**config.mk**
```make
export PLATFORM = sky130hd
export DESIGN_NAME = prime_sieve
export DESIGN_NICKNAME = d
export VERILOG_FILES = /design/src/rtl/prime_sieve.sv
export SDC_FILE = /design/constraint.sdc
export NUM_CORES = 1
export LEC_CHECK = 0
export ABC_AREA = 1
export CORE_ASPECT_RATIO = 1.1
export CORE_MARGIN = 8
export CORE_UTILIZATION = 30
export CTS_CLUSTER_DIAMETER = 50
export DETAILED_ROUTE_END_ITERATION = 8
export GPL_TIMING_DRIVEN = 1
export PLACE_DENSITY_LB_ADDON = 0.25
export SLEW_MARGIN = 20
export SYNTH_ARGS = -nofsm -noshare
export SYNTH_HDL_FRONTEND = slang
export SYNTH_SLANG_ARGS = --single-unit
```
**constraint.sdc**
```tcl
create_clock -name clk -period 11.1 [get_ports clk]
set_clock_uncertainty 0.05 [all_clocks]
set_input_delay 1.11 -clock clk [delete_from_list [all_inputs] [get_ports clk]]
set_output_delay 1.11 -clock clk [all_outputs]
set_load 0.05 [all_outputs]
```
**src/rtl/prime_sieve.sv**
```systemverilog
// rtl/prime_sieve.sv - Sieve of Eratosthenes prime generator streaming primes up to MAX_N forever
module prime_sieve #(
  parameter int MAX_N = 511
) (
  input  logic       clk,
  input  logic       rst_n,
  output logic [8:0] primeNumber,
  output logic       loop
);

  localparam int IW = $clog2(MAX_N + 1);

  typedef enum logic [1:0] {SEL, MARK, EMIT} state_t;

  state_t       state, state_n;
  logic [MAX_N:0] flag;
  logic [9:0]   p, p_n;
  logic [9:0]   m, m_n;
  logic [8:0]   idx, idx_n;
  logic [8:0]   prime_n;
  logic         wrapped, wrapped_n;
  logic         loop_n;
  logic         mark_en;
  logic [19:0]  p_sq;
  logic [10:0]  m_next;
  logic         p_flag;
  logic         idx_flag;

  // Widened arithmetic so p*p and m+p can never wrap before the bound compare
  assign p_sq     = {10'd0, p} * {10'd0, p};
  assign m_next   = {1'b0, m} + {1'b0, p};
  assign p_flag   = flag[p[IW-1:0]];
  assign idx_flag = flag[idx[IW-1:0]];

  always_comb begin
    state_n   = state;
    p_n       = p;
    m_n       = m;
    idx_n     = idx;
    prime_n   = primeNumber;
    wrapped_n = wrapped;
    loop_n    = 1'b0;
    mark_en   = 1'b0;
    case (state)
      SEL: begin
        if (p_sq > 20'(MAX_N)) begin
          state_n = EMIT;
          idx_n   = 9'd2;
        end else if (p_flag) begin
          p_n = p + 10'd1;
        end else begin
          m_n     = p_sq[9:0];
          state_n = MARK;
        end
      end
      MARK: begin
        mark_en = 1'b1;
        if (m_next > 11'(MAX_N)) begin
          p_n     = p + 10'd1;
          state_n = SEL;
        end else begin
          m_n = m_next[9:0];
        end
      end
      EMIT: begin
        if (!idx_flag) prime_n = idx;
        // The first emission of 2 is not a wrap; only later passes pulse loop
        if (idx == 9'd2 && wrapped) loop_n = 1'b1;
        if (idx == 9'(MAX_N)) begin
          idx_n     = 9'd2;
          wrapped_n = 1'b1;
        end else begin
          idx_n = idx + 9'd1;
        end
      end
      default: state_n = SEL;
    endcase
  end

  always_ff @(posedge clk or negedge rst_n) begin
    if (!rst_n) begin
      state       <= SEL;
      p           <= 10'd2;
      m           <= 10'd0;
      idx         <= 9'd2;
      primeNumber <= 9'd0;
      loop        <= 1'b0;
      wrapped     <= 1'b0;
    end else begin
      state       <= state_n;
      p           <= p_n;
      m           <= m_n;
      idx         <= idx_n;
      primeNumber <= prime_n;
      loop        <= loop_n;
      wrapped     <= wrapped_n;
    end
  end

  always_ff @(posedge clk or negedge rst_n) begin
    if (!rst_n) begin
      flag <= '0;
    end else if (mark_en) begin
      flag[m[IW-1:0]] <= 1'b1;
    end
  end

endmodule

```
==> results by group, run 1 <==
Routing
  • Total length of routed wires: 124 mm
  • Antenna violation net count after detailed routing: 0
  • Post-DR wirelength/cell: 21.8 um
  • DR vias: 29800
  • Via-to-Cell Ratio: 5.25
  • Drt initial violations: 2816
  • DRC Markers: 0
  • Initial DRT Pass Iterations: 6

Finish
  • Ant diodes: 0
  • Layout cell share with drive strength beyond 1: 0.0502
  • Growth of design area from synthesis to finish: 10.8%
  • Most frequent cells in the layout: 966 x sky130_fd_sc_hd__nand2_1, 693 x sky130_fd_sc_hd__o21ai_0, 578 x sky130_fd_sc_hd__inv_1
  • Most frequent standard cell in the layout excluding fill and tap cells: sky130_fd_sc_hd__nand2_1
  • Number of nets in the final layout: 4320
  • Cell Count, Final, Fillers Out: 5679

Yosys
  • Share of the synthesized area in the top cell type: 0.423
  • Yosys warning total: 0
  • Count of different cell masters after synthesis: 36
  • Seq/Total Area, Yosys: 0.424
  • Avg Cell Area, Syn: 7.47 um^2
  • Dominant synthesized flop cell: sky130_fd_sc_hd__dfrtp_1
  • Total nets after synthesis: 4486
  • Biggest area consumer among synthesized cells: sky130_fd_sc_hd__dfrtp_1
  • Number of enable-type register cells in the synthesized netlist: 0
  • Synth Instances: 4373
  • FF+latch count, synth: 554
  • Mapped cell area: 0.0327 mm^2
  • Synth area leaders: sky130_fd_sc_hd__dfrtp_1 42%, sky130_fd_sc_hd__nand2_1 11%, sky130_fd_sc_hd__o21ai_0 11%
  • Proportion of synthesized flip-flops having asynchronous set or reset: 1.00

GRT
  • Number of global-route vias before repair: 29500
  • First-pass GRT wire length: 188 mm
  • Number of antenna violations at the first check in global routing: 3
  • Remaining global-route overflow: 0
  • GRT Overall Usage: 0.204
  • Maximum number of pins on one net before global-route repair: 159

Worst setup path
  • Critical path fanouts, max: 56
  • CP Data Required Time: 11.55 ns
  • Kind of start point of the critical path: flop
  • CP endpoint kind: flop
  • Cell with the most instances on the worst path: sky130_fd_sc_hd__nand2_1
  • Data arrival time of the critical path: 7.30 ns
  • Dominant delay contributor by cell family on the critical path: adder cells
  • Peak per-stage delay on the critical path: 1.20 ns
  • Buffers & Inverters on Critical Path: 4
  • Highest-delay cell along the critical path: sky130_fd_sc_hd__dfstp_4
  • Critical path type: reg -> reg

STA
  • Final critical-path required period: 6.86 ns
  • Slew of the pin with the lowest slew margin: 1.12 ns
  • Sum Neg Setup Slack: 0 ns
  • Number of hold-slack violations in the final timing report: 0
  • Unrepaired setup endpoints after global routing: false
  • Fin crit share: 0.618
  • Total of endpoints with negative setup slack in the final report: 0
  • Relative slew slack: 0.250
  • Timing-limited maximum frequency: 0.146 GHz
  • Final max-slew violation count: 0

Placed design
  • Number of buffers inserted by port buffering: 11
  • Total placed cells including tap cells: 5554
  • HPWL after detailed placement: 67.6 mm
  • RePlAce Congestion: 0.836

Run
  • Count of max-cap constraint violations: 0

Die
  • Die Footprint: 0.120 mm^2
  • Count of pins on the block boundary: 12
  • Die outline height: 362 um
  • Die X-Extent: 331 um
  • Initial cell density of the core: 0.301
  • Placeable core region: 0.109 mm^2
  • Number of placement rows: 127

CTS
  • H-Tree Level Count: 3
  • Clock slew seen by the registers of the worst setup and hold paths: 0.06 ns
  • Resize count post-CTS: 0
  • TritonCTS clock tree: yes
  • Quantity of hold-fixing buffers added after cts: 0
  • Clock root cell: sky130_fd_sc_hd__clkbuf_16
  • Number of clock buffers inserted by TritonCTS: 70
  • Count of buffers added by post-CTS timing repair for setup: 0
  • TritonCTS Sinks: 554
  • Clock latency of the later-clocked register in the worst-skew pair: 0.62 ns
  • Bufs on Longest Clock Path: 3

Hold path
  • Class of the tightest hold or removal check: reg -> reg

Pwr
  • Switching power of the nets: 0.000979 W
  • Power density of the placed cells: 124 mW/mm^2
  • Max IR drop VDD: 0.000105 V
  • Comb pwr share: 0.010
  • Switching part of the total: 0.218
  • Share of power burned in registers: 0.450
  • Cell-internal power: 0.00351 W
  • Static leakage power: 17.0 nW
  • Clock power frac: 0.541

Run status
  • Run status: finished clean
==> cell usage after synthesis, types with 3 or more instances <==
library cell               instances
sky130_fd_sc_hd__a21oi_1         238
sky130_fd_sc_hd__fa_1             49
sky130_fd_sc_hd__nand3_2           3
sky130_fd_sc_hd__o22ai_1          21
sky130_fd_sc_hd__inv_1           583
sky130_fd_sc_hd__o21ai_1           3
sky130_fd_sc_hd__buf_2           127
sky130_fd_sc_hd__nand3b_1          4
sky130_fd_sc_hd__nand2_2           4
sky130_fd_sc_hd__ha_1             62
sky130_fd_sc_hd__o211ai_1        117
sky130_fd_sc_hd__o21bai_1        117
sky130_fd_sc_hd__nor2_1          178
sky130_fd_sc_hd__inv_2             3
sky130_fd_sc_hd__buf_1            17
sky130_fd_sc_hd__xnor2_1           9
sky130_fd_sc_hd__o21ai_0         693
sky130_fd_sc_hd__nor3_1           45
sky130_fd_sc_hd__dfrtp_1         552
sky130_fd_sc_hd__clkbuf_1        138
sky130_fd_sc_hd__clkinv_1          6
sky130_fd_sc_hd__nand3_1         335
sky130_fd_sc_hd__nand2_1         982
sky130_fd_sc_hd__xor2_1           23
sky130_fd_sc_hd__nand4_1          34
sky130_fd_sc_hd__buf_4            17
==> sequential cells by signal, summed over array words and instances, names as in the netlist <==
name and flops:
m 10, state 2, wrapped 1, primeNumber 9, flag 512, p 10, idx 9, loop 1
==> power by group through the flow <==
stage,combinational (W),clock [W],sequential [W]
final,0.0000437,0.00243,0.00202
after detailed placement,0.0000470,0,0.00206
after global placement,0.0000468,0,0.00206
after global routing,0.0000518,0.00254,0.00202
after floorplan,0.00000000853,0,0.00206
after CTS,0.0000469,0.00247,0.00202
==> layout make-up <==
class	instances	area, um^2
Clock inverter	28	387
Clock buffer	97	2040
Timing Repair Buffer	62	552
Fill cell	11600	72300
Sequential cell	554	13900
Inverter	592	2230
Tap cell	1419	1780
Multi-Input combinational cell	2927	15300
==> worst min-delay path: cells and delay by family, from the launching register on <==
| kind | cells | cell delay (ns) |
|---|---|---|
| AOI/OAI and AO/OA | 1 | 0.06 |
| DFF | 1 | 0.32 |
| buffers and inverters | 1 | 0.05 |
==> kinds of logic (layout without fill, tap and decap cells) <==
family / Yosys count / after routing / share of synthesized area
AO/OA/AOI/OAI: 1196 / 1196 / 0.202
XOR/XNOR: 32 / 32 / 0.00858
adder cells (fa/ha/maj): 111 / 111 / 0.0538
buffers and inverters: 892 / 779 / 0.110
flip-flops: 554 / 554 / 0.424
AND/OR/NAND/NOR: 1588 / 1588 / 0.201
==> routing by layer <==
| layer | vias to the layer above | wire length [um] | track usage |
|---|---|---|---|
| met4 | 0 | 4810 | 0.0781 |
| met2 | 1058 | 56500 | 0.329 |
| met3 | 268 | 8990 | 0.0325 |
| met1 | 14600 | 53700 | 0.275 |
| li1 | 13900 | - | - |
| met5 | - | 0 | 0 |
==> metrics by stage <==
step | setup WS (ns) | total power [W] | hold WS [ns] | util | instance area [um^2]
after floorplan | 5.38 | 0.00206 | 0.386 | - | 32700
after global placement | 4.32 | 0.00210 | 0.401 | 0.311 | 33800
after detailed placement | 4.28 | 0.00210 | 0.408 | 0.311 | 33800
after CTS | 4.25 | 0.00454 | 0.421 | 0.334 | 36200
after global routing | 3.85 | 0.00461 | 0.436 | 0.334 | 36200
final | 4.24 | 0.00449 | 0.419 | 0.334 | 36200
==> worst paths after layout <==
check | start | endpoint | slack, ns | cells after the start
max | p[1] | p[3] | 4.24 | 27
min | flag[251] | flag[251] | 0.42 | 2
max reg2reg | p[1] | p[3] | 4.24 | 27
min reg2reg | flag[251] | flag[251] | 0.42 | 2
max in group asynchronous | rst_n | idx[0] | 8.24 | 3
min in group asynchronous | rst_n | flag[336] | 0.51 | 1
Power figures use the tool's default switching activity.
==> run 2: changes to the inputs <==
==> constraint.sdc (replaced) <==
create_clock -name clk -period 5.8 [get_ports clk]
set_clock_uncertainty 0.05 [all_clocks]
set_input_delay 0.58 -clock clk [delete_from_list [all_inputs] [get_ports clk]]
set_output_delay 0.58 -clock clk [all_outputs]
set_load 0.05 [all_outputs]
==> results by group, run 2 (synthesis gave the netlist of run 1 again) <==
Run status
  • Run status: finished clean

GRT
  • Number of antenna violations at the first check in global routing: 2 (-1)
  • First-pass GRT wire length: 188 mm (about the same)
  • Remaining global-route overflow: 0 (unchanged)
  • GRT Overall Usage: 0.205 (+0.000479)
  • Maximum number of pins on one net before global-route repair: 180 (+13%)
  • Number of global-route vias before repair: 29300 (-0.83%)

Routing
  • Total length of routed wires: 125 mm (+0.52%)
  • Drt initial violations: 2977 (+5.7%)
  • Initial DRT Pass Iterations: 6 (unchanged)
  • DRC Markers: 0 (unchanged)
  • Post-DR wirelength/cell: 21.7 um (-0.77%)
  • Via-to-Cell Ratio: 5.27 (+0.38%)
  • DR vias: 30300 (+1.7%)
  • Antenna violation net count after detailed routing: 0 (unchanged)

Worst setup path
  • Kind of start point of the critical path: flop
  • Highest-delay cell along the critical path: sky130_fd_sc_hd__dfstp_4
  • Buffers & Inverters on Critical Path: 8 (+4)
  • CP Data Required Time: 6.29 ns (-5.26 ns)
  • Critical path, cell by cell: nand2_1 > inv_1 > fa_1 > fa_1 > inv_1 > fa_1 > inv_1 > fa_1 > inv_1 > fa_1 > inv_1 > ha_4 > nand2_1 > nand2_1 > a21oi_2 > buf_4 > nand4_1 > a211oi_2 > buf_4 > nand3_1 > nand2_1 > nand2_1 > buf_4 > o21ai_0
  • Worst setup slack for register-to-register paths: 0.27 ns (-3.97 ns)
  • Startpoint of the worst-slack reg-to-reg timing path: p[1]
  • CP endpoint kind: flop
  • Peak per-stage delay on the critical path: 0.63 ns (-0.57 ns)
  • Data arrival time of the critical path: 6.02 ns (-1.28 ns)
  • Dominant delay contributor by cell family on the critical path: adder cells
  • Cells on worst reg2reg path: 24 (-11%)
  • Destination of the worst register-to-register timing path: idx[4]
  • Critical path type: reg -> reg
  • Critical path fanouts, max: 10 (-82%)

Die
  • Number of placement rows: 127 (unchanged)
  • Count of pins on the block boundary: 12 (unchanged)
  • Initial cell density of the core: 0.301 (unchanged)
  • Die Footprint: 0.120 mm^2 (unchanged)
  • Die outline height: 362 um (unchanged)
  • Placeable core region: 0.109 mm^2 (unchanged)
  • Die X-Extent: 331 um (unchanged)

Finish
  • Most frequent cells in the layout: 963 x sky130_fd_sc_hd__nand2_1, 693 x sky130_fd_sc_hd__o21ai_0, 576 x sky130_fd_sc_hd__inv_1
  • Utilization of the core after routing: 0.341 (+0.00737)
  • Most frequent standard cell in the layout excluding fill and tap cells: sky130_fd_sc_hd__nand2_1
  • Number of nets in the final layout: 4384 (+1.5%)
  • Ant diodes: 0 (unchanged)
  • Layout cell share with drive strength beyond 1: 0.0711 (+0.0208)
  • Growth of design area from synthesis to finish: 13.2%
  • Top Registers: flag x512, m x10, p x10
  • Number of flip-flops in the largest register: 512 (unchanged)
  • Register containing the most flip-flops in the final layout: flag

Pwr
  • Max IR drop VDD: 0.000240 V (+130%)
  • Comb pwr share: 0.010 (about the same)
  • Switching part of the total: 0.233 (+0.0148)
  • Power density of the placed cells: 239 mW/mm^2 (+93%)
  • Switching power of the nets: 0.00206 W (+110%)
  • Static leakage power: 17.3 nW (+2.1%)
  • Power after layout: 0.00885 W (+97%)
  • Clock power frac: 0.553 (+0.012)
  • Share of power burned in registers: 0.437 (-0.013)
  • Cell-internal power: 0.00679 W (+93%)

STA
  • Final critical-path required period: 5.53 ns (-1.33 ns)
  • Total of endpoints with negative setup slack in the final report: 0 (unchanged)
  • Timing-limited maximum frequency: 0.181 GHz (+24%)
  • Number of hold-slack violations in the final timing report: 0 (unchanged)
  • Slew of the pin with the lowest slew margin: 1.16 ns (+0.0441 ns)
  • Relative slew slack: 0.223 (-0.0264)
  • Final max-slew violation count: 0 (unchanged)
  • Worst Hold Margin: 0.416 ns (-0.00233 ns)
  • Fin crit share: 0.953 (+0.335)
  • Final Worst Setup Slack: 0.274 ns (-3.97 ns)

Run
  • Count of max-cap constraint violations: 0 (unchanged)

Hold path
  • Class of the tightest hold or removal check: reg -> reg
  • Cell depth of the worst min-delay path: 2 (unchanged)
  • Hold path startpoint: flag[384]
  • Worst Hold Endpoint: flag[384]

CTS
  • TritonCTS clock tree: yes
  • Bufs on Longest Clock Path: 3 (unchanged)
  • Clock root cell: sky130_fd_sc_hd__clkbuf_16
  • Clock slew seen by the registers of the worst setup and hold paths: 0.06 ns (about the same)
  • H-Tree Level Count: 3 (unchanged)
  • Number of clock buffers inserted by TritonCTS: 78 (+11%)
  • TritonCTS Sinks: 554 (unchanged)
  • Clock latency of the later-clocked register in the worst-skew pair: 0.65 ns (+0.03 ns)

Placed design
  • RePlAce Congestion: 0.850 (+1.7%)
  • HPWL after detailed placement: 71.2 mm (+5.3%)
  • Number of buffers inserted by port buffering: 11 (unchanged)
  • Post-place setup slack: -0.0752 ns (-4.36 ns)
==> run 2: changes by cell type in the layout (fill, tap and decap cells not counted), sizes merged <==
| cell | previous run | this run |
|---|---|---|
| inv | 588 | 596 |
| buf | 52 | 106 |
| bufinv | 9 | 6 |
| clkinv | 19 | 28 |
| dlygate4sd3 | 0 | 1 |
| clkinvlp | 4 | 8 |
| nand3 | 338 | 339 |
==> run 2: per-stage QoR <==
stage | TNS [ns] | instances | area [um^2]
2_1_floorplan | 0 | 4373 | 32700
3_3_place_gp | -0.453 | 5606 | 34200
3_5_place_dp | -0.624 | 5606 | 34200
4_1_cts | 0 | 5751 | 36800
5_1_grt | -0.00452 | 5753 | 37000
6_report | 0 | 5753 | 37000
==> run 2: area by class of cell <==
class	instances	area, um^2
sequential	554	13900
multi-input combinational	2928	15500
fill	11500	71500
clock buffer	97	2120
inverter	592	2230
tap	1419	1780
clock inverter	46	526
timing repair buffer	117	1000
==> run 2: what timing repair did <==
item                                    CTS  global route
endpoints found under the hold margin    64             0
setup buffers                             1             0
hold buffers                              1             0
endpoints found under the setup margin   17            31
gates cloned                              0             2
pin swaps                                 0             8
resized for setup                         0            29
==> run 2: power by group through the flow <==
stage,combinational (W),clock (W),sequential (W)
4_1_cts,0.0000916,0.00498,0.00387
2_1_floorplan,0.00000000853,0,0.00394
6_report,0.0000848,0.00490,0.00387
5_1_grt,0.000101,0.00512,0.00386
3_5_place_dp,0.0000907,0,0.00394
3_3_place_gp,0.0000913,0,0.00394
==> run 2: per-layer routing <==
layer  up-vias  track usage  share of wire
met5         -            0              0
met4         0       0.0839          0.040
met3       260       0.0293          0.072
met2      1133        0.327           0.46
met1     14900        0.277           0.43
li1      14100            -              -
==> run 2: worst max path at each step <==
stage | to | cells past startpoint | from | slack, ns
after detailed placement | p[2] | 27 | p[1] | -0.08
after CTS | p[5] | 28 | p[1] | 0.02
after global placement | p[0] | 27 | p[1] | -0.06
final | idx[4] | 24 | p[1] | 0.27
after global routing | m[5] | 27 | p[1] | -0.003
after floorplan | p[0] | 32 | p[3] | 0.08
==> run 2: worst min-delay path: cells and delay by family (launching register included) <==
kind | cells | cell delay (ns)
flops | 1 | 0.32
compound gates | 1 | 0.06
buf+inv | 1 | 0.05
